[src/rtl/cpu_pkg.sv]
// Shared encodings for the pipeline hazard/forwarding logic: bypass selects,
// stall cause codes and the default register-index width.
package cpu_pkg;

  localparam int REGW_DEFAULT = 5;

  typedef enum logic [1:0] {
    FWD_RF  = 2'b00,
    FWD_EX  = 2'b01,
    FWD_MEM = 2'b10,
    FWD_WB  = 2'b11
  } fwd_sel_e;

  typedef enum logic [1:0] {
    CAUSE_NONE   = 2'b00,
    CAUSE_LUSE   = 2'b01,
    CAUSE_BRANCH = 2'b10,
    CAUSE_MD     = 2'b11
  } stall_cause_e;

  typedef struct packed {
    logic luse;
    logic brh;
    logic mdh;
  } hazard_flags_t;

  // mult/div outranks branch, which outranks load-use.
  function automatic stall_cause_e cause_encode(input hazard_flags_t f);
    if (f.mdh)       return CAUSE_MD;
    else if (f.brh)  return CAUSE_BRANCH;
    else if (f.luse) return CAUSE_LUSE;
    else             return CAUSE_NONE;
  endfunction

endpackage

[src/rtl/hazard_fwd_sel.sv]
// Per-source-port bypass select: matches one ID source index against the
// EX/MEM/WB destinations and picks the youngest producer.
module hazard_fwd_sel
  import cpu_pkg::*;
#(
  parameter int REGW = REGW_DEFAULT
) (
  input  logic [REGW-1:0] src_i,
  input  logic            used_i,
  input  logic            e_regwrite_i,
  input  logic [REGW-1:0] e_writereg_i,
  input  logic            m_regwrite_i,
  input  logic [REGW-1:0] m_writereg_i,
  input  logic            w_regwrite_i,
  input  logic [REGW-1:0] w_writereg_i,
  output logic [1:0]      fwd_o,
  output logic            hit_e_o,
  output logic            hit_m_o
);

  logic hit_w;

  // $0 is hard-wired, so a write to it is never a producer.
  assign hit_e_o = used_i & e_regwrite_i & (e_writereg_i != '0) & (src_i == e_writereg_i);
  assign hit_m_o = used_i & m_regwrite_i & (m_writereg_i != '0) & (src_i == m_writereg_i);
  assign hit_w   = used_i & w_regwrite_i & (w_writereg_i != '0) & (src_i == w_writereg_i);

  always_comb begin
    fwd_o = FWD_RF;
    if (hit_e_o)      fwd_o = FWD_EX;
    else if (hit_m_o) fwd_o = FWD_MEM;
    else if (hit_w)   fwd_o = FWD_WB;
  end

endmodule

[src/rtl/hazard_ctrl_unit.sv]
// ID-stage forwarding and hazard controller: per-port bypass selects, a single
// stall with cause code, mult/div busy tracking and a saturating stall counter.
module hazard_ctrl_unit
  import cpu_pkg::*;
#(
  parameter int NREAD  = 2,
  parameter int REGW   = REGW_DEFAULT,
  parameter int MD_LAT = 4,
  parameter int CNTW   = 16
) (
  input  logic                  clk,
  input  logic                  rst,
  input  logic                  id_valid,
  input  logic [NREAD*REGW-1:0] id_src,
  input  logic [NREAD-1:0]      id_src_used,
  input  logic                  id_is_branch,
  input  logic                  id_md_start,
  input  logic                  id_reads_hilo,
  input  logic                  e_regwrite,
  input  logic                  e_memtoreg,
  input  logic [REGW-1:0]       e_writereg,
  input  logic                  m_regwrite,
  input  logic                  m_memtoreg,
  input  logic [REGW-1:0]       m_writereg,
  input  logic                  w_regwrite,
  input  logic [REGW-1:0]       w_writereg,
  input  logic                  perf_clr,
  output logic [2*NREAD-1:0]    id_fwd,
  output logic                  stall,
  output logic [1:0]            stall_cause,
  output logic                  md_busy,
  output logic [CNTW-1:0]       stall_cycles
);

  localparam int             MDW     = $clog2(MD_LAT + 1);
  localparam logic [MDW-1:0] MD_LOAD = MDW'(MD_LAT);

  logic [NREAD-1:0] hit_e;
  logic [NREAD-1:0] hit_m;
  hazard_flags_t    haz;
  logic             md_issue;
  logic [MDW-1:0]   md_cnt_q, md_cnt_d;
  logic [CNTW-1:0]  stall_cnt_q, stall_cnt_d;

  for (genvar k = 0; k < NREAD; k++) begin : g_port
    hazard_fwd_sel #(
      .REGW(REGW)
    ) u_sel (
      .src_i        (id_src[k*REGW +: REGW]),
      .used_i       (id_src_used[k]),
      .e_regwrite_i (e_regwrite),
      .e_writereg_i (e_writereg),
      .m_regwrite_i (m_regwrite),
      .m_writereg_i (m_writereg),
      .w_regwrite_i (w_regwrite),
      .w_writereg_i (w_writereg),
      .fwd_o        (id_fwd[2*k +: 2]),
      .hit_e_o      (hit_e[k]),
      .hit_m_o      (hit_m[k])
    );
  end

  // Branches compare in ID, so any EX producer or a load still in MEM stalls.
  assign haz.luse = id_valid & e_memtoreg & (|hit_e);
  assign haz.brh  = id_valid & id_is_branch & ((|hit_e) | (m_memtoreg & (|hit_m)));
  assign haz.mdh  = id_valid & md_busy & (id_reads_hilo | id_md_start);

  assign stall       = haz.luse | haz.brh | haz.mdh;
  assign stall_cause = cause_encode(haz);

  // busy comes from the registered count, so an issue can land on the cycle it hits 0.
  assign md_busy  = (md_cnt_q != '0);
  assign md_issue = id_valid & id_md_start & ~stall;

  always_comb begin
    md_cnt_d = md_cnt_q;
    if (md_issue)              md_cnt_d = MD_LOAD;
    else if (md_cnt_q != '0)   md_cnt_d = md_cnt_q - MDW'(1);
  end

  always_comb begin
    stall_cnt_d = stall_cnt_q;
    if (perf_clr)                          stall_cnt_d = '0;
    else if (stall && (stall_cnt_q != '1)) stall_cnt_d = stall_cnt_q + CNTW'(1);
  end

  always_ff @(posedge clk) begin
    if (rst) begin
      md_cnt_q    <= '0;
      stall_cnt_q <= '0;
    end else begin
      md_cnt_q    <= md_cnt_d;
      stall_cnt_q <= stall_cnt_d;
    end
  end

  assign stall_cycles = stall_cnt_q;

endmodule
[config.mk]
export PLATFORM = sky130hd
export DESIGN_NAME = hazard_ctrl_unit
export DESIGN_NICKNAME = d
export VERILOG_FILES = /design/src/rtl/cpu_pkg.sv /design/src/rtl/hazard_fwd_sel.sv /design/src/rtl/hazard_ctrl_unit.sv
export SDC_FILE = /design/constraint.sdc
export NUM_CORES = 1
export LEC_CHECK = 0
export ABC_CLOCK_PERIOD_IN_PS = 2870
export BUFFER_PORTS_ARGS = -buffer_cell sky130_fd_sc_hd__buf_2
export CAP_MARGIN = 20
export CORE_ASPECT_RATIO = 0.5
export CORE_MARGIN = 2
export CORE_UTILIZATION = 49
export DETAILED_ROUTE_END_ITERATION = 8
export GPL_ROUTABILITY_DRIVEN = 0
export GPL_TIMING_DRIVEN = 0
export HOLD_SLACK_MARGIN = 0.1
export PLACE_DENSITY = 0.81
export SLEW_MARGIN = 15
export SYNTH_ARGS = -nofsm -noshare
export SYNTH_HDL_FRONTEND = slang
export SYNTH_HIERARCHICAL = 1
export SYNTH_SLANG_ARGS = --single-unit
[constraint.sdc]
create_clock -name clk -period 2.87 [get_ports clk]
set_clock_uncertainty 0.2 [all_clocks]
set_input_delay 0.574 -clock clk [delete_from_list [all_inputs] [get_ports clk]]
set_output_delay 0.574 -clock clk [all_outputs]
set_load 0.01 [all_outputs]
# Yosys cells after proc, flatten, opt, wreduce, memory -nomap -nowiden
# Cells that the tools add are included.
[classes]
add_sub_neg = 2
n_div = 0
mux = 11
n_lt_le_gt_ge = 0
n_eq_ne = 7
n_reduce_logical = 10
bitwise_logic = 32
multipliers = 0
shifts = 0
[op_table]
columns = ["operator", "count"]
rows = [
  ["$eq 5x5->1", 6],
  ["$and 1x1->1", 27],
  ["$add 16x1->16 const B", 1],
  ["$mux 2", 8],
  ["$ne 16x16->1 const B", 1],
  ["$reduce_bool 5->1", 3],
  ["$reduce_or 2->1", 4],
  ["$mux 3", 2],
  ["$or 1x1->1", 4],
  ["$reduce_bool 3->1", 1],
  ["$sub 3x1->3 const B", 1],
  ["$reduce_bool 2->1", 1],
  ["$logic_and 1x1->1", 1],
  ["$mux 1", 1],
  ["$not 1->1", 1],
]
[totals]
latchBits = 0
wordCells = 65
output_inout_bits = 24
n_memories = 0
ram_bits = 0
ff_bits = 19
rom_bits = 0
in_bits = 39

# Longest topological paths before layout
[logic_depth]
depth_word = 12
ltp_mapped = 11

# By module
# Netlist, hierarchy kept.
[modules_own_cells]
columns = ["module", "cells_each", "area_per_inst_um2", "instances"]
rows = [
  ["hazard_ctrl_unit", 127, 1078.5, 1],
  ["hazard_fwd_sel", 32, 247.7, 2],
]

# Least setup slack after synthesis
# Ideal clock, no wire load.
[synth_timing]
path_kind = "in2reg"
from = "in id_src[7]"
to = "reg stall_cnt_q[9], in the netlist stall_cycles[9]"
cell_stages = 11
t_arrival_ns = 2.241
setup_time_ns = 0.071
slack_ns = 0.358
cell_sequence = "xor2_1 -> nor3_2 -> o2111ai_2 -> inv_2 -> o2111ai_1 -> o211a_1 -> buf_6 -> clkinv_8 -> o21ai_4 -> or4_1 -> a21oi_1"
[synth_via]
elab_chain_len = 9
word_cells_on_any_way = 13
classes_between = "2 x eq/ne; 8 x bitwise; 3 x reduce/logical"
[synth_lines]
columns = ["item", "line", "text"]
rows = [
  ["from (decl)", "hazard_ctrl_unit.sv:14", "input logic [NREAD*REGW-1:0] id_src,"],
  ["$eq 5x5->1", "hazard_fwd_sel.sv:25", "assign hit_m_o = used_i & m_regwrite_i & (m_writereg_i != '0) & (src_i == m_writereg_i);"],
  ["$and 1x1->1", "hazard_fwd_sel.sv:25", ""],
  ["via hit_m[1]", "hazard_ctrl_unit.sv:39", "logic [NREAD-1:0] hit_m;"],
  ["$reduce_or 2->1", "hazard_ctrl_unit.sv:65", "assign haz.brh = id_valid & id_is_branch & ((|hit_e) | (m_memtoreg & (|hit_m)));"],
  ["$and 1x1->1", "hazard_ctrl_unit.sv:65", ""],
  ["$or 1x1->1", "hazard_ctrl_unit.sv:65", ""],
  ["$and 1x1->1", "hazard_ctrl_unit.sv:65", ""],
  ["$or 1x1->1 (2 in a row)", "hazard_ctrl_unit.sv:68", "assign stall = haz.luse | haz.brh | haz.mdh;"],
  ["via stall", "hazard_ctrl_unit.sv:29", "output logic stall,"],
  ["$logic_and 1x1->1", "hazard_ctrl_unit.sv:84", "else if (stall && (stall_cnt_q != '1)) stall_cnt_d = stall_cnt_q + CNTW'(1);"],
  ["to (signal assigned)", "hazard_ctrl_unit.sv:93", "stall_cnt_q <= stall_cnt_d;"],
  ["to (decl)", "hazard_ctrl_unit.sv:43", "logic [CNTW-1:0] stall_cnt_q, stall_cnt_d;"],
]
# The timed path passes the listed nets, and every way through them passes these cells.
# A chain may end at the register's enable or synchronous reset.

# Worst setup path after layout
[layout_timing]
from = "in m_writereg[3]"
to = "out stall"
[layout_via]
elab_chain_len = 9
word_cells_on_any_way = 13
classes_between = "2 x eq/ne; 9 x bitwise; 2 x reduce/logical"
[layout_lines]
columns = ["item", "line", "text"]
rows = [
  ["from (decl)", "hazard_ctrl_unit.sv:24", "input logic [REGW-1:0] m_writereg,"],
  ["$reduce_bool 5->1", "hazard_fwd_sel.sv:25", ""],
  ["$and 1x1->1", "hazard_fwd_sel.sv:25", ""],
  ["$and 1x1->1 *", "hazard_fwd_sel.sv:25", ""],
  ["via hit_m[0]", "hazard_ctrl_unit.sv:39", ""],
  ["$reduce_or 2->1 *", "hazard_ctrl_unit.sv:65", ""],
  ["$and 1x1->1 *", "hazard_ctrl_unit.sv:65", ""],
  ["$or 1x1->1 *", "hazard_ctrl_unit.sv:65", ""],
  ["$and 1x1->1 *", "hazard_ctrl_unit.sv:65", ""],
  ["$or 1x1->1 * (2 in a row)", "hazard_ctrl_unit.sv:68", ""],
  ["to (decl)", "hazard_ctrl_unit.sv:29", ""],
]
# The timed path passes the listed nets; every way through them passes the cells marked *.

==> impl_metrics.prom <==
# TYPE chip_impl_metric gauge
chip_impl_metric{name="required",unit="ns"} 2.10
chip_impl_metric{name="cp_data_arrival_time",unit="ns"} 2.01
chip_impl_metric{name="setup-tns-final",unit="ns"} 0
chip_impl_metric{name="power_frac_comb",unit="%"} 44.5
chip_impl_metric{name="crit_path_max_fanout",unit=""} 4
chip_impl_metric{name="clock-sinks",unit=""} 19
chip_impl_metric{name="synth.lib_cells_used.distinct",unit=""} 46
chip_impl_metric{name="post_synthesis_cell_area",unit="um2"} 1570
chip_impl_metric{name="detailroute.via_count",unit=""} 1662
chip_impl_metric{name="power.static_leakage",unit="nW"} 0.885
chip_impl_metric{name="cts_buffer_depth",unit=""} 2
chip_impl_metric{name="setup_viol",unit=""} 0
chip_impl_metric{name="layout-drive-gt1-share",unit="%"} 36.0
chip_impl_metric{name="final_hold_viol_count",unit=""} 0
chip_impl_metric{name="cts_buffers",unit=""} 3
chip_impl_metric{name="grt_max_degree",unit=""} 11
chip_impl_metric{name="yosys_warning_count",unit=""} 6
chip_impl_metric{name="max_slew.worst_pin.slew",unit="ns"} 0.764
chip_impl_metric{name="insertion_delay",unit="ns"} 0.26
chip_impl_metric{name="layout.nets",unit=""} 302
chip_impl_metric{name="hold_buffers",unit=""} 0
chip_impl_metric{name="fp-row-count",unit=""} 14
chip_impl_metric{name="worst_setup_hold_path_clk_slew",unit="ns"} 0.07
chip_impl_metric{name="drt-total-wl",unit="um"} 4190
chip_impl_info{name="clock-root-buffer",value="sky130_fd_sc_hd__clkbuf_8"} 1
chip_impl_metric{name="dpl_cell_area",unit="um2"} 1930
chip_impl_metric{name="final-max-slew-violation-count",unit=""} 0
chip_impl_metric{name="syn_nets",unit=""} 234
chip_impl_metric{name="synth_seq_cells",unit=""} 19
chip_impl_metric{name="power.switching_fraction",unit="%"} 36.2
chip_impl_metric{name="hold-worst-slack",unit="ns"} 0.300
chip_impl_metric{name="route.detailed.drc",unit=""} 0
chip_impl_metric{name="postSynth.asyncResetShare",unit="%"} 0
chip_impl_metric{name="io_pins",unit=""} 63
chip_impl_metric{name="drt_iter0_markers",unit=""} 30
chip_impl_metric{name="cellPowerDensity",unit="nW/um2"} 422
chip_impl_metric{name="detail_route.wl_per_cell",unit="um"} 14.0
chip_impl_metric{name="ant_nets",unit=""} 0
chip_impl_metric{name="share_of_the_cycle_needed_by_the_critical_path_after_routing",unit="%"} 97.1
chip_impl_metric{name="postLayoutSetupSlackWorst",unit="ns"} 0.0845
chip_impl_info{name="start_kind",value="input pin"} 1
chip_impl_metric{name="finish.instance_area",unit="um2"} 2060
chip_impl_metric{name="max-cap-violations",unit=""} 0
chip_impl_info{name="synthTopCellsByArea",value="sky130_fd_sc_hd__dfxtp_1, sky130_fd_sc_hd__xnor2_1, sky130_fd_sc_hd__xor2_1, sky130_fd_sc_hd__nor2_1, sky130_fd_sc_hd__a21oi_1"} 1
chip_impl_metric{name="firstDrtPassIters",unit=""} 4
chip_impl_metric{name="area.growth.synth_to_final",unit="%"} 30.8
chip_impl_metric{name="grt_overflow_total",unit=""} 0
chip_impl_metric{name="global_route_wire_length_before_repair",unit="um"} 6780
chip_impl_metric{name="max_clock_freq",unit="MHz"} 359
chip_impl_metric{name="synth_area_per_cell",unit="um2"} 8.24
chip_impl_metric{name="max-slew-margin-rel",unit="%"} 48.6
chip_impl_metric{name="placement_stage_worst_setup_slack",unit="ns"} -0.0887
chip_impl_metric{name="starting_density_of_the_core",unit="%"} 51.9
chip_impl_metric{name="num_antenna_cells",unit=""} 0
chip_impl_metric{name="floorplan.die.height",unit="um"} 44.1
chip_impl_metric{name="synth.top_cell.area_share",unit="%"} 24.2
chip_impl_metric{name="power.ir.vdd_worst",unit="uV"} 285
chip_impl_info{name="ys_top_cells_by_count",value="sky130_fd_sc_hd__dfxtp_1, sky130_fd_sc_hd__nor2_1, sky130_fd_sc_hd__xnor2_1, sky130_fd_sc_hd__xor2_1"} 1
chip_impl_metric{name="total_switching_power",unit="mW"} 0.314
chip_impl_info{name="timing.setup.critical_path_class",value="in -> out"} 1
chip_impl_metric{name="place.port_buffers",unit=""} 62
chip_impl_info{name="tritoncts",value="done"} 1
chip_impl_metric{name="synth_edf_count",unit=""} 0
chip_impl_metric{name="first_global_vias",unit=""} 1581
chip_impl_info{name="post-synth-top-count-cell",value="sky130_fd_sc_hd__dfxtp_1"} 1
chip_impl_info{name="synth-main-ff-cell",value="sky130_fd_sc_hd__dfxtp_1"} 1
chip_impl_metric{name="seq_power_share",unit="%"} 34.1
chip_impl_metric{name="track_usage",unit="%"} 22.9
chip_impl_info{name="holdCritPathClass",value="reg -> reg"} 1
chip_impl_metric{name="via_per_inst",unit=""} 5.58
chip_impl_metric{name="synth_seq_area_share",unit="%"} 24.2
chip_impl_info{name="cp-end-kind",value="output pin"} 1
chip_impl_metric{name="die-width",unit="um"} 84.2
chip_impl_info{name="post-synth-top-area-cell",value="sky130_fd_sc_hd__dfxtp_1"} 1
chip_impl_metric{name="syn-instance-count",unit=""} 191
chip_impl_metric{name="clkPwrFrac",unit="%"} 21.5
chip_impl_metric{name="floorplan.core_area",unit="um2"} 3030
chip_impl_metric{name="initial_antenna_violation_count",unit=""} 0
chip_impl_metric{name="internal_power",unit="mW"} 0.555
chip_impl_metric{name="clock_tree.htree_level_count",unit=""} 1
chip_impl_info{name="run_status",value="finished, final reports clean"} 1
chip_impl_metric{name="die_area",unit="um2"} 3710
chip_impl_metric{name="post-route-min-period",unit="ns"} 2.79
chip_impl_metric{name="final_core_util",unit="%"} 68.0
chip_impl_metric{name="hpwlAfterDp",unit="um"} 3250
[layer usage]
metal,global-route usage (%),routed length (um),vias up
li1,-,-,834
met1,27.2,1820,755
met2,42.1,2010,65
met3,4.48,280,8
met4,9.35,75,0
met5,0,0,-
[layout by cell type (no fill, tap or decap), types with 3 or more instances in the layout]
cell type,netlist,layout
sky130_fd_sc_hd__nand3_1,9,9
sky130_fd_sc_hd__buf_2,0,59
sky130_fd_sc_hd__buf_6,1,3
sky130_fd_sc_hd__clkbuf_8,0,3
sky130_fd_sc_hd__a21oi_1,11,11
sky130_fd_sc_hd__xor2_1,14,14
sky130_fd_sc_hd__nor2_1,18,18
sky130_fd_sc_hd__xnor2_1,16,16
sky130_fd_sc_hd__ha_1,4,4
sky130_fd_sc_hd__o2111ai_2,2,3
sky130_fd_sc_hd__o2111ai_1,5,4
sky130_fd_sc_hd__inv_1,11,11
sky130_fd_sc_hd__nand2_1,11,11
sky130_fd_sc_hd__o21ai_0,6,6
sky130_fd_sc_hd__nor4_1,8,6
sky130_fd_sc_hd__dfxtp_1,19,19
sky130_fd_sc_hd__nor3_1,5,5
sky130_fd_sc_hd__mux2i_1,3,3
[power groups by stage]
stage	logic (mW)	registers, mW	clock network, mW
floorplan	0.243	0.301	0
global placement	0.347	0.301	0
detailed placement	0.362	0.302	0
CTS	0.375	0.296	0.192
global route	0.435	0.298	0.200
finish	0.386	0.296	0.187
[cell families (layout without fill, tap and decap cells)]
| logic type | Yosys count | count (layout) | synth area share [%] |
|---|---|---|---|
| flops | 19 | 19 | 24.2 |
| buf+inv | 17 | 84 | 5.33 |
| xor+xnor | 32 | 32 | 18.8 |
| fa+ha+maj | 4 | 4 | 3.18 |
| simple gates | 72 | 72 | 24.9 |
| mux | 3 | 3 | 1.91 |
| compound gates | 44 | 44 | 21.8 |
[worst paths after layout]
kind	from	to	slack [ns]	cells after the start
max	m_writereg[3]	stall	0.08	10
min	stall_cycles[11]	stall_cycles[11]	0.30	2
max reg2reg	md_cnt_q[0]	stall_cycles[15]	0.37	10
min reg2reg	stall_cycles[11]	stall_cycles[11]	0.30	2
[repair_timing]
action,4_1_cts,5_1_grt
setup endpoints to repair,1,3
resized for setup,4,12
setup buffers,1,0
pin swaps,0,5
[state kept, by name, summed over array words and instances, names as in the netlist]
register,count
md_cnt_q,3
stall_cycles,16
[per-stage QoR]
step	power, mW	instances
2_1_floorplan	0.544	191
3_3_place_gp	0.648	293
3_5_place_dp	0.664	293
4_1_cts	0.863	298
5_1_grt	0.933	298
6_report	0.869	298
[worst max-delay path, stage by stage]
cell and delay (ns):
sky130_fd_sc_hd__buf_8 0.11, sky130_fd_sc_hd__nor4_4 0.27, sky130_fd_sc_hd__nor2_1 0.09, sky130_fd_sc_hd__o2111ai_2 0.23, sky130_fd_sc_hd__inv_2 0.06, sky130_fd_sc_hd__o2111ai_2 0.21
sky130_fd_sc_hd__o211a_1 0.18, sky130_fd_sc_hd__buf_6 0.12, sky130_fd_sc_hd__clkinv_8 0.05, sky130_fd_sc_hd__buf_6 0.11
[layout make-up]
cell class | count | area [um2]
Multi-Input combinational cell | 155 | 1160
Fill cell | 253 | 971
Clock buffer | 4 | 45.0
Buffer | 3 | 18.8
Tap cell | 40 | 50.0
Timing Repair Buffer | 63 | 340
Sequential cell | 19 | 380
Inverter | 14 | 65.1
Note: power is estimated with default switching activity, not from simulation.
